[config.mk]
export PLATFORM = sky130hd
export DESIGN_NAME = data_register_reader
export DESIGN_NICKNAME = d
export VERILOG_FILES = /design/src/rtl/data_register_pkg.sv /design/src/rtl/data_register_reader.sv
export SDC_FILE = /design/constraint.sdc
export NUM_CORES = 1
export LEC_CHECK = 0
export ABC_AREA = 1
export BUFFER_PORTS_ARGS = -buffer_cell sky130_fd_sc_hd__buf_2
export CORE_MARGIN = 2
export CORE_UTILIZATION = 51
export DETAILED_ROUTE_END_ITERATION = 8
export PLACE_DENSITY = 0.78
export SYNTH_ARGS = -nofsm -noshare
export SYNTH_HDL_FRONTEND = slang
export SYNTH_SLANG_ARGS = --single-unit
[constraint.sdc]
create_clock -name clock -period 3.2 [get_ports clock]
set_input_delay 0.32 -clock clock [delete_from_list [all_inputs] [get_ports clock]]
set_output_delay 0.32 -clock clock [all_outputs]
set_load 0.02 [all_outputs]
[src/rtl/data_register_pkg.sv]
// Shared widths and state encoding for the data_register storage block
// and its read-side streaming controller.
package data_register_pkg;

    localparam int ADDR_WIDTH = 8;
    localparam int DATA_WIDTH = 8;
    localparam int LEN_WIDTH  = 9;

    typedef enum logic {
        IDLE = 1'b0,
        RUN  = 1'b1
    } state_t;

endpackage

[src/rtl/data_register_reader.sv]
// Walks a contiguous address range of the data_register and streams the
// words out over valid/ready with a last marker, one word per clock.
module data_register_reader
    import data_register_pkg::*;
(
    input  logic                  clock,
    input  logic                  reset,
    input  logic                  start,
    input  logic [ADDR_WIDTH-1:0] start_addr,
    input  logic [LEN_WIDTH-1:0]  length,
    output logic                  busy,
    output logic                  done,
    output logic [ADDR_WIDTH-1:0] read_addr,
    input  logic [DATA_WIDTH-1:0] read_data,
    output logic [DATA_WIDTH-1:0] out_data,
    output logic                  out_valid,
    input  logic                  out_ready,
    output logic                  out_last
);

    state_t               state;
    state_t               next_state;
    logic [LEN_WIDTH-1:0] fetch_left;
    logic                 accept_start;
    logic                 zero_start;
    logic                 load;
    logic                 finish;

    always_ff @(posedge clock) begin
        if (reset) begin
            state <= IDLE;
        end else begin
            state <= next_state;
        end
    end

    always_comb begin
        next_state = state;
        case (state)
            IDLE:    if (accept_start) next_state = RUN;
            RUN:     if (finish)       next_state = IDLE;
            default: next_state = IDLE;
        endcase
    end

    // The output register refills whenever it is empty or being drained,
    // so a handshake and a load share the same edge for full throughput.
    always_comb begin
        accept_start = (state == IDLE) && start && (length != '0);
        zero_start   = (state == IDLE) && start && (length == '0);
        load         = (state == RUN) && (!out_valid || out_ready) && (fetch_left != '0);
        finish       = (state == RUN) && out_valid && out_ready && out_last;
    end

    always_ff @(posedge clock) begin
        if (reset) begin
            busy       <= 1'b0;
            done       <= 1'b0;
            read_addr  <= '0;
            fetch_left <= '0;
            out_data   <= '0;
            out_valid  <= 1'b0;
            out_last   <= 1'b0;
        end else begin
            done <= finish || zero_start;
            if (accept_start) begin
                read_addr  <= start_addr;
                fetch_left <= length;
                busy       <= 1'b1;
            end
            if (load) begin
                out_data   <= read_data;
                out_valid  <= 1'b1;
                out_last   <= (fetch_left == LEN_WIDTH'(1));
                read_addr  <= read_addr + ADDR_WIDTH'(1);
                fetch_left <= fetch_left - LEN_WIDTH'(1);
            end else if (finish) begin
                out_valid  <= 1'b0;
                out_last   <= 1'b0;
                busy       <= 1'b0;
            end
        end
    end

endmodule

Yosys cells after proc, flatten, opt, wreduce, memory -nomap -nowiden
Cells that the tools add are included.
{"block": "word_totals", "reg_bits": 30, "in_bits": 29, "output_inout_bits": 20, "wordCells": 41}
{"block": "op_classes", "n_addsub": 2, "n_eq_ne": 1, "n_mux": 13, "n_bitwise": 1, "n_reduce_logical": 16}
{"op": "9-bit 2-to-1 mux", "count": 2}
{"op": "9-bit nonzero test", "count": 2}
{"op": "8-bit 2-to-1 mux", "count": 2}
{"op": "9-bit by 1-bit equality test with 1-bit output (second input constant)", "count": 1}
{"op": "9-bit logical NOT", "count": 1}
{"op": "9-bit by 1-bit subtractor with 9-bit output (second input constant)", "count": 1}
{"op": "8-bit by 1-bit adder with 8-bit output (second input constant)", "count": 1}
{"op": "1-bit logical AND", "count": 8}
{"op": "1-bit 2-to-1 mux", "count": 8}
{"op": "2-bit nonzero test", "count": 2}
{"op": "1-bit logical OR", "count": 2}
{"op": "1-bit one-hot mux with 2 select lines", "count": 1}
{"op": "1-bit logical NOT", "count": 1}
{"op": "1-bit inverter", "count": 1}

Depth between registers and ports, before layout
Gate-level depths: netlist (run 1).
{"block": "logic_depth", "word_depth": 6, "ltp_mapped": 11, "ltp_nobuf": 10}

Worst setup path after synthesis (run 1)
OpenSTA, ideal clock, no wires.
{"block": "synth_timing", "kind": "register -> register", "start": "register fetch_left[0]", "end": "register read_addr[7]", "setup_time_ns": 0.066, "arrival_time_ns": 1.393, "required_ns": 3.134, "path_slack_ns": 1.741, "path_stages_with_launch": 10, "path_buffers": 1, "period_less_slack_ns": 1.459, "cell_sequence": "dfxtp_1 -> inv_1 -> ha_1 -> nand2_1 -> nor2_2 -> nand3_2 -> nand2_4 -> buf_4 -> nand3_1 -> a21oi_2"}
{"block": "synth_via", "elab_chain_len": 3, "elab_cells_between_ends": 4, "classes_between": "mux (1); reduce/logical (3)"}
{"item": "start, declared", "line_no": "data_register_reader.sv:23", "text": "logic [LEN_WIDTH-1:0] fetch_left;"}
{"item": "start signal, assigned", "line_no": "data_register_reader.sv:68", "text": "fetch_left <= length;"}
{"item": "start signal, assigned", "line_no": "data_register_reader.sv:76", "text": "fetch_left <= fetch_left - LEN_WIDTH'(1);"}
{"item": "9-bit nonzero test (*)", "line_no": "data_register_reader.sv:51", "text": "load = (state == RUN) && (!out_valid || out_ready) && (fetch_left != '0);"}
{"item": "1-bit logical AND (*)", "line_no": "data_register_reader.sv:51"}
{"item": "8-bit 2-to-1 mux or 2-bit nonzero test (tied branches)"}
{"item": "end signal, assigned", "line_no": "data_register_reader.sv:67", "text": "read_addr <= start_addr;"}
{"item": "end signal, assigned", "line_no": "data_register_reader.sv:75", "text": "read_addr <= read_addr + ADDR_WIDTH'(1);"}
{"item": "end, declared", "line_no": "data_register_reader.sv:13", "text": "output logic [ADDR_WIDTH-1:0] read_addr,"}
Every way passes the cells marked *; elsewhere a longest branch is shown, timed or not.
A chain may end at the register's enable or synchronous reset.

Worst setup path in the final report (run 1)
{"block": "layout_timing", "start": "register fetch_left[0]", "end": "register read_addr[0]"}
The elaborated chain is that of the path after synthesis.

==> out/metrics.csv, run 1 <==
metric;value;unit
outcome;finished clean;
core area;3337;um2
WHS Endpoint;out_data[7]$_SDFFE_PP0P_;
final setup fails;0;
clk buf depth;2;
Vias;1773;
# nets final;336;
IO Pins;49;
Yosys top cell by area;dfxtp_1;
Clock Skew;0.009629;ns
die width;63.07;um
Max Transition Viols Final;0;
Synth Area in XOR/XNOR;0.02461;
Critical Path Source Type;flop;
Hold Startpoint;read_data[7];
Leak;1.058;nW
hold depth;3;
Area contributors post-synth;dfxtp_1, nand3_1, nand2_1, nor2_1, inv_1;
post-synthesis adder-cell area fraction;0.02110;
Mapped Avg Cell Area;6.870;um2
DRC Markers;0;
crit path cell chain;inv_1 -> ha_1 -> nand2_1 -> nor2_2 -> nand3_2 -> nand2_4 -> nand2_1 -> nor2_1 -> nor3_2;
Antenna Cells;0;
Sink Count;30;
clock period minus worst slack;1.808;ns
syn nets;291;
synth warn;0;
pin count of the biggest net entering global routing;28;
height of the die;63.07;um
crit share post-route;0.5651;
Num CTS Buffers;5;
CTS Hold Bufs;0;
R2R depth;9;
vias in the first global route;1577;
Routability Congestion;0.8704;
#FFs+latches synth;30;
CP bufs+invs;1;
Mapped Area;1779;um2
initial antenna violation count;0;
power density over cell area;615.8;nW/um2
share of the synthesized area in the top cell type;0.3376;
fmax;553.0;MHz
first-pass GRT wire length;6.996;mm
multiplexer area fraction after synthesis;0;
Die Area;3977;um2
largest family of logic cells by synthesized area;simple AND/OR/NAND/NOR gates;
wire per inst;11.96;um
Worst-Margin Slew;0.7020;ns
unrepaired setup endpoints after global routing;no;
Crit. End Element;flop;
Max-Cap Viols;0;
Critical Path Most Common Cell;nand2_1;
number of hold violations in the final report;0;
Initial DRC Count;117;
register area;600.6;um2
Worst path slowest cell;dfxtp_1;
Max FO, Critical Path;25;
register area share after synthesis;0.3376;
distinct cell type count after synthesis;29;
Worst EP required;3.44;ns
Port Buffers;48;
Slew HR;0.5310;
Row Count;21;
RR Startpoint;fetch_left[0]$_SDFFE_PP0P_;
GR Overflow Total;0;
area fraction in compound gates after synthesis;0.1034;
CTS tree;yes;
starting density of the core;0.5332;
Max IR drop VDD;0.4342;mV
DP HPWL;2.973;mm
clock latency on the worst-skew pair;0.34;ns
HP Class;input pin to flop;
CTS H-tree lvls;2;
critical path class;flop to flop;
Largest delay share family, worst path;simple AND/OR/NAND/NOR gates;
DRT Pass-1 Iters;4;
Reg2Reg Setup Slack;1.39;ns
post-synthesis simple-gate area fraction;0.4037;
layout overhead on the synthesized area;16.88;%
via/cell ratio;5.066;
Arrival @ worst endpoint;2.04;ns
Worst path max stage delay;0.34;ns
Min Hold Slack;0.2319;ns
Final ANT Viol Nets;0;
All-Layer GR Usage;0.2227;
CTS Root Cell;clkbuf_4;
share of layout cells above drive strength 1;0.2730;
area of the multi-input gates;983.4;um2
TNS Setup;0;ns
Cells after Synth;259;
number of fill cells in the layout;343;
post-CTS resize count;0;
final WL;4.185;mm
reg2reg end;read_addr[0]$_SDFFE_PP0P_;
setup bufs post-CTS;0;
Reg clk slew, reported paths;0.10;ns
[registers in the layout (all words and copies together), names as in the netlist]
register	cells
out_valid	1
busy	1
out_data	8
out_last	1
fetch_left	9
read_addr	8
done	1
state	1
[stage by stage]
stage	cells	setup WS, ns	instance area, um2	utilization	power [mW]
detailed placement	343	1.330	1998	0.5988	0.9672
floorplan	259	1.741	1779	-	0.8746
CTS	350	1.405	2079	0.6232	1.282
global placement	343	1.357	1998	0.5988	0.9588
finish	350	1.392	2079	0.6232	1.281
global route	350	1.279	2079	0.6232	1.369
[cell usage in the layout, fill, tap and decap left out, drive strengths merged]
cell	n
inv	29
bufinv	1
ha	3
nand4	1
a21oi	12
nand2	55
o21bai	1
nand3	53
o21ai	18
or2	1
nor3	1
xnor2	1
dfxtp	30
clkbuf	6
xor2	4
nor2	39
buf	49
[per-layer routing]
metal / track usage / up-vias / wire, um
li1: - / 921 / -
met1: 0.2897 / 794 / 2000
met2: 0.3471 / 53 / 1836
met3: 0.07679 / 5 / 303
met4: 0.06667 / 0 / 44
met5: 0 / - / 0
[tightest hold or removal path, cell delays in order]
cell and delay [ns]:
buf_2 0.07, o21ai_0 0.07, nor2_1 0.08
[cell type report]
type                       count  area share
tap                           46     0.02768
inverter                      29     0.05235
timing repair buffer          49      0.1191
multi-input combinational    189      0.4729
sequential                    30      0.2888
clock buffer                   6     0.02467
clock inverter                 1     0.01444
[cell families after synthesis]
group | after synthesis
AO/OA/AOI/OAI | 31
XOR/XNOR | 5
adder cells (fa/ha/maj) | 3
buffers and inverters | 40
flip-flops | 30
AND/OR/NAND/NOR | 150
[cell usage after synthesis]
cell type,number
nor2_2,2
o21bai_1,1
o21ai_4,1
nand4_1,1
dfxtp_1,30
buf_2,2
xor2_1,4
nor2_4,1
inv_2,1
nand2_2,8
inv_1,28
a21oi_1,11
a21oi_2,1
buf_12,1
buf_6,1
nand2_4,2
nand2_1,45
clkbuf_1,2
o21ai_1,4
or2_2,1
nor3_2,1
ha_1,3
nor2_1,36
buf_4,5
nand3_2,6
o21ai_2,3
nand3_1,47
xnor2_1,1
o21ai_0,10
[worst max-delay path by stage]
stage                                from                         end  slack (ns)  cells past startpoint
3_3_place_gp                    length[5]  fetch_left[0]$_SDFFE_PP0P_        1.36                      9
4_1_cts        fetch_left[0]$_SDFFE_PP0P_   read_addr[0]$_SDFFE_PP0P_        1.40                      9
3_5_place_dp                    length[3]   read_addr[2]$_SDFFE_PP0P_        1.33                      8
2_1_floorplan  fetch_left[0]$_SDFFE_PP0P_   read_addr[7]$_SDFFE_PP0P_        1.74                      9
6_report       fetch_left[0]$_SDFFE_PP0P_   read_addr[0]$_SDFFE_PP0P_        1.39                      9
5_1_grt        fetch_left[0]$_SDFFE_PP0P_   read_addr[0]$_SDFFE_PP0P_        1.28                      9
[power breakdown]
| part | switching, mW | total (mW) | leakage [nW] | internal (mW) |
|---|---|---|---|---|
| Combinational | 0.307 | 0.472 | 0.765 | 0.165 |
| Clock | 0.137 | 0.319 | 0.0443 | 0.182 |
| Sequential | 0.0552 | 0.489 | 0.248 | 0.434 |
Power figures use the tool's default switching activity.
==> run 2: changes to the inputs <==
clock period = 1.9 ns   (was 3.2 ns; I/O delays follow)
==> out/metrics.csv, run 2 (same netlist as run 1, synthesis figures left out) <==
metric;value;unit
Num CTS Buffers;5;
Hold Startpoint;read_data[7];
core area;3337;um2
Tot Pwr;2.075;mW
initial antenna violation count;0;
Reg clk slew, reported paths;0.10;ns
Critical path origin;fetch_left[0]$_SDFFE_PP0P_;
unrepaired setup endpoints after global routing;no;
Initial DRC Count;129;
outcome;finished clean;
layout overhead on the synthesized area;18.28;%
clock period minus worst slack;1.748;ns
IO Pins;49;
commonest non-fill, non-tap cell in the layout;buf_2;
HP Class;input pin to flop;
DP HPWL;3.019;mm
Max FO, Critical Path;13;
# nets final;339;
Vias;1754;
Leak;1.063;nW
All-Layer GR Usage;0.2257;
Antenna Cells;0;
clock latency on the worst-skew pair;0.34;ns
Die Area;3977;um2
Critical Path Source Type;flop;
fmax;572.0;MHz
Biggest register;fetch_left;
number of hold violations in the final report;0;
CTS H-tree lvls;2;
starting density of the core;0.5332;
RR Startpoint;fetch_left[0]$_SDFFE_PP0P_;
CTS Root Cell;clkbuf_4;
DRT Pass-1 Iters;4;
setup bufs post-CTS;0;
vias in the first global route;1641;
most frequent cells in the layout;buf_2, nand3_1, nand2_1, nor2_1, dfxtp_1;
die width;63.07;um
Reg2Reg Setup Slack;0.15;ns
Sink Count;30;
power density over cell area;985.7;nW/um2
final setup fails;0;
max reg flops;9;
Max Transition Viols Final;0;
first-pass GRT wire length;7.086;mm
GR Overflow Total;0;
CTS tree;yes;
Clock Skew;0.006807;ns
Worst-Margin Slew;0.5800;ns
DRC Markers;0;
TNS Setup;0;ns
final WL;4.261;mm
wire per inst;12.04;um
Final ANT Viol Nets;0;
clk buf depth;2;
Crit. End Element;flop;
crit share post-route;0.9202;
Port Buffers;48;
share of layout cells above drive strength 1;0.2825;
Slew HR;0.6129;
critical path class;flop to flop;
Worst EP required;2.14;ns
pin count of the biggest net entering global routing;28;
height of the die;63.07;um
Arrival @ worst endpoint;1.99;ns
Routability Congestion;0.9161;
Row Count;21;
via/cell ratio;4.955;
Max IR drop VDD;0.5331;mV
Max-Cap Viols;0;
Regs by FF count;fetch_left (9), out_data (8), read_addr (8);
[run 2: changes by cell type in the layout (fill, tap and decap cells not counted), sizes merged]
cell      before  now
clkinvlp       0    1
bufinv         1    0
clkinv         0    1
buf           49   51
nand2         55   56
[run 2: final timing paths]
| check | endpoint | cells after the start |
|---|---|---|
| min reg2reg | out_data[5]$_SDFFE_PP0P_ | 2 |
| max reg2reg | read_addr[0]$_SDFFE_PP0P_ | 9 |
| min | out_data[7]$_SDFFE_PP0P_ | 3 |
| max | read_addr[0]$_SDFFE_PP0P_ | 9 |
[run 2: through the flow]
step | utilization | hold slack, ns | setup WS [ns] | cells | cell area [um2]
5_1_grt | 0.6307 | 0.09452 | 0.02039 | 354 | 2105
3_5_place_dp | 0.6033 | 0.4484 | 0.1337 | 345 | 2013
3_3_place_gp | 0.6033 | 0.4381 | 0.2173 | 345 | 2013
6_report | 0.6307 | 0.09788 | 0.1516 | 354 | 2105
4_1_cts | 0.6224 | 0.07697 | 0.1219 | 353 | 2077
2_1_floorplan | - | 0.3532 | 0.4410 | 259 | 1779
[run 2: area by class of cell]
class,count,area [um2]
timing repair buffer,51,262.8
sequential,30,600.6
inverter,29,108.9
tap,46,57.56
multi-input combinational,190,1011
clock buffer,6,51.30
fill,334,1232
clock inverter,2,12.51
[run 2: timing repair]
action                     4_1_cts  5_1_grt
gates resized for setup          0        2
hold buffers                     0        0
setup endpoints to repair        0        4
[run 2: worst max-delay path, cell delays in order, from the launching register on]
cell and delay, ns:
dfxtp_1 0.34, inv_1 0.11, ha_1 0.25, nand2_1 0.09
nor2_2 0.18, nand3_4 0.17, nand2_8 0.16, nand2_1 0.13
nor2_1 0.17, nor3_2 0.06
[run 2: power by group]
group	internal, mW	switching (mW)
sequential	0.731	0.0938
clock	0.178	0.235
combinational	0.293	0.545
total	1.20	0.873
[run 2: metal layers]
layer	track usage	up-vias	part of all wire
li1	-	927	-
met1	0.3055	761	0.46
met2	0.3418	60	0.44
met3	0.05179	6	0.077
met4	0.1000	0	0.015
met5	0	-	0
==> run 3: changes to the inputs <==
--- a/config.mk
+++ b/config.mk
@@ -10,5 +10,5 @@
 export CORE_MARGIN = 2
-export CORE_UTILIZATION = 51
+export CORE_UTILIZATION = 52
 export DETAILED_ROUTE_END_ITERATION = 8
-export PLACE_DENSITY = 0.78
+export PLACE_DENSITY = 0.79
 export SYNTH_ARGS = -nofsm -noshare
==> constraint.sdc (replaced) <==
create_clock -name clock -period 1.9 [get_ports clock]
set_input_delay 0.095 -clock clock [delete_from_list [all_inputs] [get_ports clock]]
set_output_delay 0.095 -clock clock [all_outputs]
set_load 0.02 [all_outputs]
==> out/metrics.csv, run 3 (same netlist as run 1, synthesis figures left out) <==
metric;value;unit
layout overhead on the synthesized area;17.79;%
Regs by FF count;fetch_left (9), out_data (8), read_addr (8);
Num CTS Buffers;5;
Max FO, Critical Path;25;
CTS Root Cell;clkbuf_4;
Vias;1799;
wire per inst;12.16;um
power density over cell area;1040;nW/um2
core area;3311;um2
Die Area;3906;um2
CTS tree;yes;
starting density of the core;0.5374;
Tot Pwr;2.179;mW
vias in the first global route;1631;
most used routing layer;met2;
first-pass GRT wire length;7.148;mm
CTS Hold Bufs;0;
clk buf depth;2;
Final ANT Viol Nets;0;
GRT met3 Usage;0.07207;
Critical Path Most Common Cell;nand2_1;
commonest non-fill, non-tap cell in the layout;buf_2;
via/cell ratio;5.125;
M2 GR Usage;0.3629;
post-CTS resize count;0;
Initial DRC Count;106;
All-Layer GR Usage;0.2283;
Leak;1.062;nW
IO Pins;49;
Critical path origin;fetch_left[0]$_SDFFE_PP0P_;
crit path cell chain;inv_1 -> ha_1 -> nand2_1 -> nor2_2 -> nand3_2 -> nand2_8 -> nand2_1 -> nor2_1 -> nor3_2;
Routability Congestion;0.8658;
DRT Pass-1 Iters;4;
Max IR drop VDD;0.6649;mV
max reg flops;9;
Row Count;21;
height of the die;62.50;um
share of layout cells above drive strength 1;0.2754;
Worst EP required;2.14;ns
Clock Skew;0.009795;ns
TNS Setup;0;ns
Arrival @ worst endpoint;1.96;ns
Worst-Margin Slew;0.7236;ns
final setup fails;0;
pin count of the biggest net entering global routing;28;
crit share post-route;0.9084;
Crit. End Element;flop;
DP HPWL;3.137;mm
Biggest register;fetch_left;
CP bufs+invs;1;
HP Class;input pin to flop;
met1 GRT Util;0.2939;
Largest delay share family, worst path;simple AND/OR/NAND/NOR gates;
setup bufs post-CTS;0;
final WL;4.269;mm
Antenna Cells;0;
Final Core Density;0.6330;
DRC Markers;0;
Worst path slowest cell;dfxtp_1;
RR Startpoint;fetch_left[0]$_SDFFE_PP0P_;
Critical Path Source Type;flop;
Hold Startpoint;read_data[7];
Worst path max stage delay;0.34;ns
number of hold violations in the final report;0;
Max Transition Viols Final;0;
die width;62.50;um
clock latency on the worst-skew pair;0.34;ns
Reg clk slew, reported paths;0.10;ns
unrepaired setup endpoints after global routing;no;
GR Overflow Total;0;
Sink Count;30;
Max-Cap Viols;0;
clock period minus worst slack;1.726;ns
Port Buffers;48;
critical path class;flop to flop;
# nets final;337;
outcome;finished clean;
fmax;579.4;MHz
initial antenna violation count;0;
CTS H-tree lvls;2;
Slew HR;0.5166;
most frequent cells in the layout;buf_2, nand3_1, nand2_1, nor2_1, dfxtp_1;
==> run 3: cell count changes in the layout (fill, tap and decap cells not counted) <==
cell        previous run  this run
buf_4                  3         2
nand3_2                5         6
nand2_4                2         1
bufinv_16              0         1
nand3_4                1         0
clkinv_2               1         0
clkinvlp_4             1         0
==> run 3: where the power goes <==
part	total (mW)	internal, mW	switching (mW)
clock network	0.540	0.306	0.234
registers	0.825	0.731	0.0944
logic	0.814	0.284	0.529
total	2.18	1.32	0.857
==> run 3: area by class of cell <==
cell class | instances | area (um2)
Clock inverter | 1 | 30.03
Sequential cell | 30 | 600.6
Fill cell | 326 | 1215
Clock buffer | 6 | 51.30
Multi-Input combinational cell | 189 | 992.2
Timing Repair Buffer | 50 | 255.2
Tap cell | 46 | 57.56
Inverter | 29 | 108.9
==> run 3: worst paths after layout <==
| path | end | slack [ns] | depth (start not counted) |
|---|---|---|---|
| setup reg to reg | read_addr[0]$_SDFFE_PP0P_ | 0.17 | 9 |
| setup / recovery | read_addr[0]$_SDFFE_PP0P_ | 0.17 | 9 |
| hold reg to reg | out_data[6]$_SDFFE_PP0P_ | 0.49 | 2 |
| hold / removal | out_data[7]$_SDFFE_PP0P_ | 0.006 | 3 |
==> run 3: worst min-delay path: cells and delay by family <==
family / cells / cell delay (ns)
simple gates: 1 / 0.07
compound gates: 1 / 0.07
buf+inv: 1 / 0.07
==> run 3: stage by stage <==
stage / cell area (um2) / worst slack, ns / hold WS, ns / cells
3_3_place_gp: 2006 / 0.1953 / 0.3433 / 344
5_1_grt: 2096 / 0.03390 / 0.02123 / 351
6_report: 2096 / 0.1740 / 0.005764 / 351
3_5_place_dp: 2006 / 0.1470 / 0.3519 / 344
4_1_cts: 2087 / 0.1219 / 0.003553 / 351
2_1_floorplan: 1779 / 0.4410 / 0.2582 / 259
==> run 3: routing by layer <==
metal / vias up / part of all wire
met5: - / 0
met4: 0 / 0.016
met3: 7 / 0.067
li1: 924 / -
met1: 808 / 0.47
met2: 60 / 0.45
